<file path="src/rtl/prog_loader_if.sv">
// Word stream handshake between an image source and the boot loader.
interface prog_loader_if #(
  parameter int DATA_WIDTH = 8
) ();
  logic                  in_valid;
  logic [DATA_WIDTH-1:0] in_data;
  logic                  in_last;
  logic                  in_ready;

  modport master (output in_valid, output in_data, output in_last, input in_ready);
  modport slave  (input in_valid, input in_data, input in_last, output in_ready);
endinterface

</file>
<file path="src/rtl/prog_loader.sv">
// Boot loader: streams an image into memory, optionally verifies it by
// read-back checksum, then hands the memory port to the control unit.
module prog_loader #(
  parameter int DATA_WIDTH = 8,
  parameter int ADDR_WIDTH = 8,
  parameter int VERIFY     = 1
) (
  input  logic                  clock,
  input  logic                  reset_n,
  input  logic                  start,
  prog_loader_if.slave          s_in,
  input  logic [ADDR_WIDTH-1:0] ctrl_addr,
  input  logic [DATA_WIDTH-1:0] ctrl_to_mem,
  input  logic                  ctrl_mem_clock,
  input  logic                  ctrl_mem_write,
  output logic [DATA_WIDTH-1:0] ctrl_from_mem,
  output logic                  mem_clock,
  output logic                  mem_write,
  output logic [ADDR_WIDTH-1:0] mem_addr,
  output logic [DATA_WIDTH-1:0] mem_to,
  input  logic [DATA_WIDTH-1:0] mem_from,
  output logic                  cpu_run,
  output logic                  done,
  output logic                  error,
  output logic [ADDR_WIDTH:0]   load_count
);

  localparam int CW    = ADDR_WIDTH + 1;
  localparam int DEPTH = 1 << ADDR_WIDTH;

  typedef enum logic [2:0] {
    S_IDLE, S_LOAD, S_STROBE, S_VERIFY, S_CHECK, S_RUN, S_ERROR
  } state_t;

  state_t                r_state, w_next;
  logic [ADDR_WIDTH-1:0] r_addr;
  logic [DATA_WIDTH-1:0] r_to;
  logic                  r_write;
  logic                  r_last;
  logic [CW-1:0]         r_count;
  logic [CW-1:0]         r_ptr;
  logic [DATA_WIDTH-1:0] r_sum;
  logic [DATA_WIDTH-1:0] r_vsum;

  logic                  w_accept;
  logic                  w_run;
  logic                  w_restart;
  logic [CW-1:0]         w_count_inc;
  logic [CW-1:0]         w_ptr_inc;
  logic                  w_full;

  assign w_accept    = (r_state == S_LOAD) && s_in.in_valid;
  assign w_run       = (r_state == S_RUN);
  assign w_restart   = start && ((r_state == S_IDLE) || (r_state == S_RUN) || (r_state == S_ERROR));
  assign w_count_inc = r_count + 1'b1;
  assign w_ptr_inc   = r_ptr + 1'b1;
  assign w_full      = (w_count_inc == CW'(DEPTH));

  always_comb begin
    w_next = r_state;
    unique case (r_state)
      S_IDLE:   if (start) w_next = S_LOAD;
      S_LOAD:   if (w_accept) w_next = S_STROBE;
      S_STROBE: begin
        if (r_last || w_full) w_next = (VERIFY != 0) ? S_VERIFY : S_RUN;
        else                  w_next = S_LOAD;
      end
      S_VERIFY: if (w_ptr_inc == r_count) w_next = S_CHECK;
      S_CHECK:  w_next = (r_vsum == r_sum) ? S_RUN : S_ERROR;
      S_RUN:    if (start) w_next = S_LOAD;
      S_ERROR:  if (start) w_next = S_LOAD;
      default:  w_next = S_IDLE;
    endcase
  end

  always_ff @(posedge clock or negedge reset_n) begin
    if (!reset_n) begin
      r_state <= S_IDLE;
      r_addr  <= '0;
      r_to    <= '0;
      r_write <= 1'b0;
      r_last  <= 1'b0;
      r_count <= '0;
      r_ptr   <= '0;
      r_sum   <= '0;
      r_vsum  <= '0;
    end else begin
      r_state <= w_next;
      if (w_restart) begin
        r_count <= '0;
        r_sum   <= '0;
        r_last  <= 1'b0;
      end
      if (w_accept) begin
        r_addr  <= r_count[ADDR_WIDTH-1:0];
        r_to    <= s_in.in_data;
        r_write <= 1'b1;
        r_sum   <= r_sum + s_in.in_data;
        r_last  <= s_in.in_last;
      end
      if (r_state == S_STROBE) begin
        r_count <= w_count_inc;
        r_write <= 1'b0;
        r_ptr   <= '0;
        r_vsum  <= '0;
      end
      if (r_state == S_VERIFY) begin
        r_vsum <= r_vsum + mem_from;
        r_ptr  <= w_ptr_inc;
      end
    end
  end

  // In RUN the memory port is a pure pass-through of the ctrl inputs.
  assign s_in.in_ready = (r_state == S_LOAD);
  assign mem_clock     = w_run ? ctrl_mem_clock : (r_state == S_STROBE);
  assign mem_write     = w_run ? ctrl_mem_write : r_write;
  assign mem_addr      = w_run ? ctrl_addr
                       : (r_state == S_VERIFY) ? r_ptr[ADDR_WIDTH-1:0] : r_addr;
  assign mem_to        = w_run ? ctrl_to_mem : r_to;
  assign ctrl_from_mem = mem_from;
  assign cpu_run       = w_run;
  assign done          = w_run;
  assign error         = (r_state == S_ERROR);
  assign load_count    = r_count;

endmodule

</file>
<file path="src/flat_wrapper.sv">
// flat-port wrapper written by rule: the top's interface ports become plain ports
module prog_loader_flat 
#(
  parameter int DATA_WIDTH = 8,
  parameter int ADDR_WIDTH = 8,
  parameter int VERIFY     = 1
)
  (clock, reset_n, start, ctrl_addr, ctrl_to_mem, ctrl_mem_clock, ctrl_mem_write, ctrl_from_mem, mem_clock, mem_write, mem_addr, mem_to, mem_from, cpu_run, done, error, load_count, s_in_in_valid, s_in_in_data, s_in_in_last, s_in_in_ready);
  prog_loader_if #(.DATA_WIDTH(DATA_WIDTH)) s_in_i ();
  input  logic clock;
  input  logic reset_n;
  input  logic start;
  input  logic [ADDR_WIDTH-1:0] ctrl_addr;
  input  logic [DATA_WIDTH-1:0] ctrl_to_mem;
  input  logic ctrl_mem_clock;
  input  logic ctrl_mem_write;
  output logic [DATA_WIDTH-1:0] ctrl_from_mem;
  output logic mem_clock;
  output logic mem_write;
  output logic [ADDR_WIDTH-1:0] mem_addr;
  output logic [DATA_WIDTH-1:0] mem_to;
  input  logic [DATA_WIDTH-1:0] mem_from;
  output logic cpu_run;
  output logic done;
  output logic error;
  output logic [ADDR_WIDTH:0] load_count;
  input wire logic [$bits(s_in_i.in_valid)-1:0] s_in_in_valid;
  input wire logic [$bits(s_in_i.in_data)-1:0] s_in_in_data;
  input wire logic [$bits(s_in_i.in_last)-1:0] s_in_in_last;
  output wire logic [$bits(s_in_i.in_ready)-1:0] s_in_in_ready;
  assign s_in_i.in_valid = s_in_in_valid;
  assign s_in_i.in_data = s_in_in_data;
  assign s_in_i.in_last = s_in_in_last;
  assign s_in_in_ready = s_in_i.in_ready;
  prog_loader #(.DATA_WIDTH(DATA_WIDTH), .ADDR_WIDTH(ADDR_WIDTH), .VERIFY(VERIFY)) u_core (.clock(clock), .reset_n(reset_n), .start(start), .s_in(s_in_i), .ctrl_addr(ctrl_addr), .ctrl_to_mem(ctrl_to_mem), .ctrl_mem_clock(ctrl_mem_clock), .ctrl_mem_write(ctrl_mem_write), .ctrl_from_mem(ctrl_from_mem), .mem_clock(mem_clock), .mem_write(mem_write), .mem_addr(mem_addr), .mem_to(mem_to), .mem_from(mem_from), .cpu_run(cpu_run), .done(done), .error(error), .load_count(load_count));
endmodule
</file>
<file path="config.mk">
export PLATFORM = sky130hd
export DESIGN_NAME = prog_loader_flat
export DESIGN_NICKNAME = d
export VERILOG_FILES = /design/src/rtl/prog_loader_if.sv /design/src/rtl/prog_loader.sv /design/src/flat_wrapper.sv
export SDC_FILE = /design/constraint.sdc
export NUM_CORES = 1
export LEC_CHECK = 0
export BUFFER_PORTS_ARGS = -buffer_cell sky130_fd_sc_hd__buf_2
export CORE_MARGIN = 3
export CORE_UTILIZATION = 55
export CTS_CLUSTER_DIAMETER = 100
export DETAILED_ROUTE_END_ITERATION = 12
export PLACE_DENSITY = 0.8
export SLEW_MARGIN = 40
export SYNTH_ARGS = -nofsm -noshare
export SYNTH_HDL_FRONTEND = slang
export SYNTH_SLANG_ARGS = --single-unit
</file>
<file path="constraint.sdc">
create_clock -name clock -period 3.55 [get_ports clock]
set_clock_uncertainty 0.2 [all_clocks]
set_input_delay 0.355 -clock clock [delete_from_list [all_inputs] [get_ports clock]]
set_output_delay 0.355 -clock clock [all_outputs]
set_load 0.005 [all_outputs]
</file>
==> flow_metrics.env <==
export IMPL_dieArea_sq_um=7870
export IMPL_via_per_inst=6.11
export IMPL_leakage_uw=0.00200
export IMPL_powerDensity_nw_per_um2=693
export IMPL_htree_levels=2
export IMPL_critPathRequiredTime_ns=2.99
export IMPL_antenna_cells=0
export IMPL_port_buffer_count=77
export IMPL_fillers=541
export IMPL_grt_max_degree=43
export IMPL_cts_num_sinks=55
export IMPL_hold_start="s_in_in_last"
export IMPL_cts_resized=0
export IMPL_endpoint_kind="primary output"
export IMPL_grt_overflow=0
export IMPL_synthCells=411
export IMPL_synth_seq_cells=55
export IMPL_synth_warnings=0
export IMPL_insertion_delay_ns=0.32
export IMPL_r2r_start="u_core.r_ptr[0]"
export IMPL_min_period_over_period_pct=91.7
export IMPL_path_max_fanout=17
export IMPL_cts_buffer_depth=2
export IMPL_grtUsageTotal_pct=24.4
export IMPL_path_clk_slew_ns=0.10
export IMPL_postPlaceCellArea_sq_um=4100
export IMPL_routedWlPerCell_um=16.9
export IMPL_cp_arrival_ns=2.70
export IMPL_die_y_um=88.7
export IMPL_dr_pass1_iters=5
export IMPL_avgSynthCellArea_sq_um=9.16
export IMPL_postLayoutCoreUtil_pct=64.7
export IMPL_cts_root_buf="clkbuf_8"
export IMPL_ys_seq_area_share_pct=36.6
export IMPL_synth_main_ff_cell="dfrtp_1"
export IMPL_row_count=29
export IMPL_fp_coreArea_sq_um=6490
export IMPL_grt_pass1_wl_um=15000
export IMPL_grt_pass1_vias=3008
export IMPL_slew_violations=0
export IMPL_start_util_pct=57.9
export IMPL_fmax_ghz=0.307
export IMPL_initialDrtViolationCount=252
export IMPL_max_cap_viol_count=0
export IMPL_syn_nets=468
export IMPL_synthToLayoutAreaGrowth_pct=11.6
export IMPL_via_count=3326
export IMPL_finalSetupViolCount=0
export IMPL_die_w_um=88.7
export IMPL_drt_wl_total_um=9210
export IMPL_setup_tns_ns=0
export IMPL_drive_gt1_share_pct=27.6
export IMPL_io_pins=78
export IMPL_hold_violations=0
export IMPL_status="completed"
export IMPL_ys_types=55
export IMPL_nNetsFinal=524
export IMPL_worstMarginPinSlew_ns=0.795
export IMPL_cts_hold_buffers=1
export IMPL_peakVddDrop_mv=0.394
export IMPL_synth_edf_count=0
export IMPL_place_gp_congestion=0.923
export IMPL_syn_cell_area_sq_um=3760
export IMPL_hpwl_um=6690
export IMPL_cts_tree="built"
export IMPL_rsz0062_at_grt="no"
export IMPL_drcViolationCount=0
export IMPL_postCtsSetupRepairBufs=0
export IMPL_cts_made_buffers=5
export IMPL_ys_async_sr_fraction_pct=100
export IMPL_startpoint_type="flip-flop"
export IMPL_ant_nets=0
export IMPL_crit_start="u_core.r_state[0]"
export IMPL_final_cell_area_sq_um=4200
export IMPL_slew_headroom_pct=47.0
export IMPL_criticalPathCategory="reg -> out"
export IMPL_antenna_found_initial=0
export IMPL_period_needed_ns=3.26
export IMPL_hp_class="in -> reg"
cell families after synthesis:
kind of cell,after synthesis,share of synthesized area (%)
AOI/OAI and AO/OA,109,18.3
xor gates and xnor gates,31,7.21
adders and majority gates,18,6.38
buffers and inverters,43,6.02
DFF,55,36.6
muxes,28,8.28
and+or+nand+nor,127,17.2
power breakdown:
part / switching, uW / internal (uW) / leakage (uW)
logic: 763 / 699 / 0.00123
registers: 269 / 820 / 0.000719
clock network: 207 / 154 / 0.0000470
total: 1240 / 1670 / 0.00200
worst paths after layout:
kind,end,slack [ns],cells past startpoint
worst min register to register,u_core.r_write,0.29,1
worst min-delay path,u_core.r_last,0.06,2
worst max-delay path,mem_to[3],0.29,7
min in group asynchronous,u_core.r_ptr[8],0.36,2
max in group asynchronous,u_core.r_addr[4],2.18,3
worst max register to register,u_core.r_state[0],1.06,7
placed cells by master (no fill, tap or decap), drive strengths merged, types with 3 or more instances in the layout:
master | Yosys | layout
buf | 25 | 83
dfrtp | 55 | 55
nand2 | 48 | 48
o21ai | 35 | 35
nor2 | 26 | 26
mux2 | 25 | 25
xnor2 | 20 | 20
a21oi | 19 | 19
ha | 16 | 16
a31oi | 15 | 15
nor3 | 14 | 14
a22o | 13 | 13
xor2 | 11 | 11
inv | 8 | 8
nand3 | 8 | 8
a21o | 7 | 7
clkbuf | 10 | 6
nand4 | 5 | 5
nand2b | 4 | 4
a211oi | 4 | 4
mux2i | 3 | 3
o21bai | 3 | 3
o211ai | 3 | 3
or4 | 3 | 3
or2 | 3 | 3
synth_stat cells (2+ instances only):
cell / instances / area (sq um)
a211oi_1: 4 / 30.0
a21o_1: 7 / 52.6
a21oi_1: 19 / 95.1
a22o_1: 13 / 114
a31oi_1: 15 / 93.8
and2_1: 2 / 12.5
and3_1: 2 / 12.5
buf_2: 12 / 60.1
buf_4: 13 / 97.6
clkbuf_1: 9 / 33.8
dfrtp_1: 55 / 1380
fa_1: 2 / 40.0
ha_1: 16 / 200
inv_1: 7 / 26.3
mux2_2: 25 / 282
mux2i_1: 3 / 30.0
nand2_1: 47 / 176
nand2b_1: 4 / 25.0
nand3_1: 6 / 30.0
nand4_1: 5 / 31.3
nor2_1: 26 / 97.6
nor2b_1: 2 / 12.5
nor3_1: 11 / 55.1
nor3_2: 2 / 20.0
nor3b_1: 2 / 15.0
nor4_1: 2 / 12.5
o211ai_1: 3 / 22.5
o21a_1: 2 / 15.0
o21ai_0: 34 / 170
o21bai_1: 3 / 22.5
o22ai_1: 2 / 12.5
or2_2: 2 / 12.5
or3_1: 2 / 12.5
or4_1: 2 / 15.0
xnor2_1: 20 / 175
xor2_1: 11 / 96.3
metal layers:
metal	part of all wire (%)	wire (um)	vias to the layer above	global-route usage (%)
met1	45	4110	1586	35.0
met4	1.6	150	0	5.77
met2	46	4250	154	38.5
li1	-	-	1570	-
met5	0	0	-	0
met3	7.6	702	16	4.10
sequential cells by signal, indices dropped and copies added, names as in the netlist:
signal / count
u_core.r_to: 8
u_core.r_ptr: 9
u_core.r_addr: 8
u_core.load_count: 9
u_core.r_write: 1
u_core.r_state: 3
u_core.r_vsum: 8
u_core.r_sum: 8
u_core.r_last: 1
critical path, cell delays in order (launching register included):
cell and delay [ns]:
dfrtp_1 0.60, inv_1 0.30, nor2_1 0.28, nand2_1 0.09, buf_4 0.22, inv_1 0.36, mux2_2 0.40, buf_2 0.13
layout make-up:
cell class                 instances  area, sq um  share of cell area, %
clock inverter                     1         5.00                  0.119
sequential                        55         1380                   32.8
multi-input combinational        313         2170                   51.6
tap                               77         96.3                   2.29
inverter                           8         30.0                  0.715
clock buffer                       6         82.6                   1.97
timing repair buffer              84          443                   10.5
stage by stage:
step	setup slack (ns)	hold slack, ns	instances	total power, uW
after floorplan	1.31	-0.141	411	2110
after global placement	0.863	0.264	536	2450
after detailed placement	0.714	0.182	536	2530
after CTS	0.313	0.0545	544	2890
after global routing	0.0992	0.0495	544	3130
final	0.293	0.0576	544	2910
No activity file was read; power rests on OpenSTA's default activity.
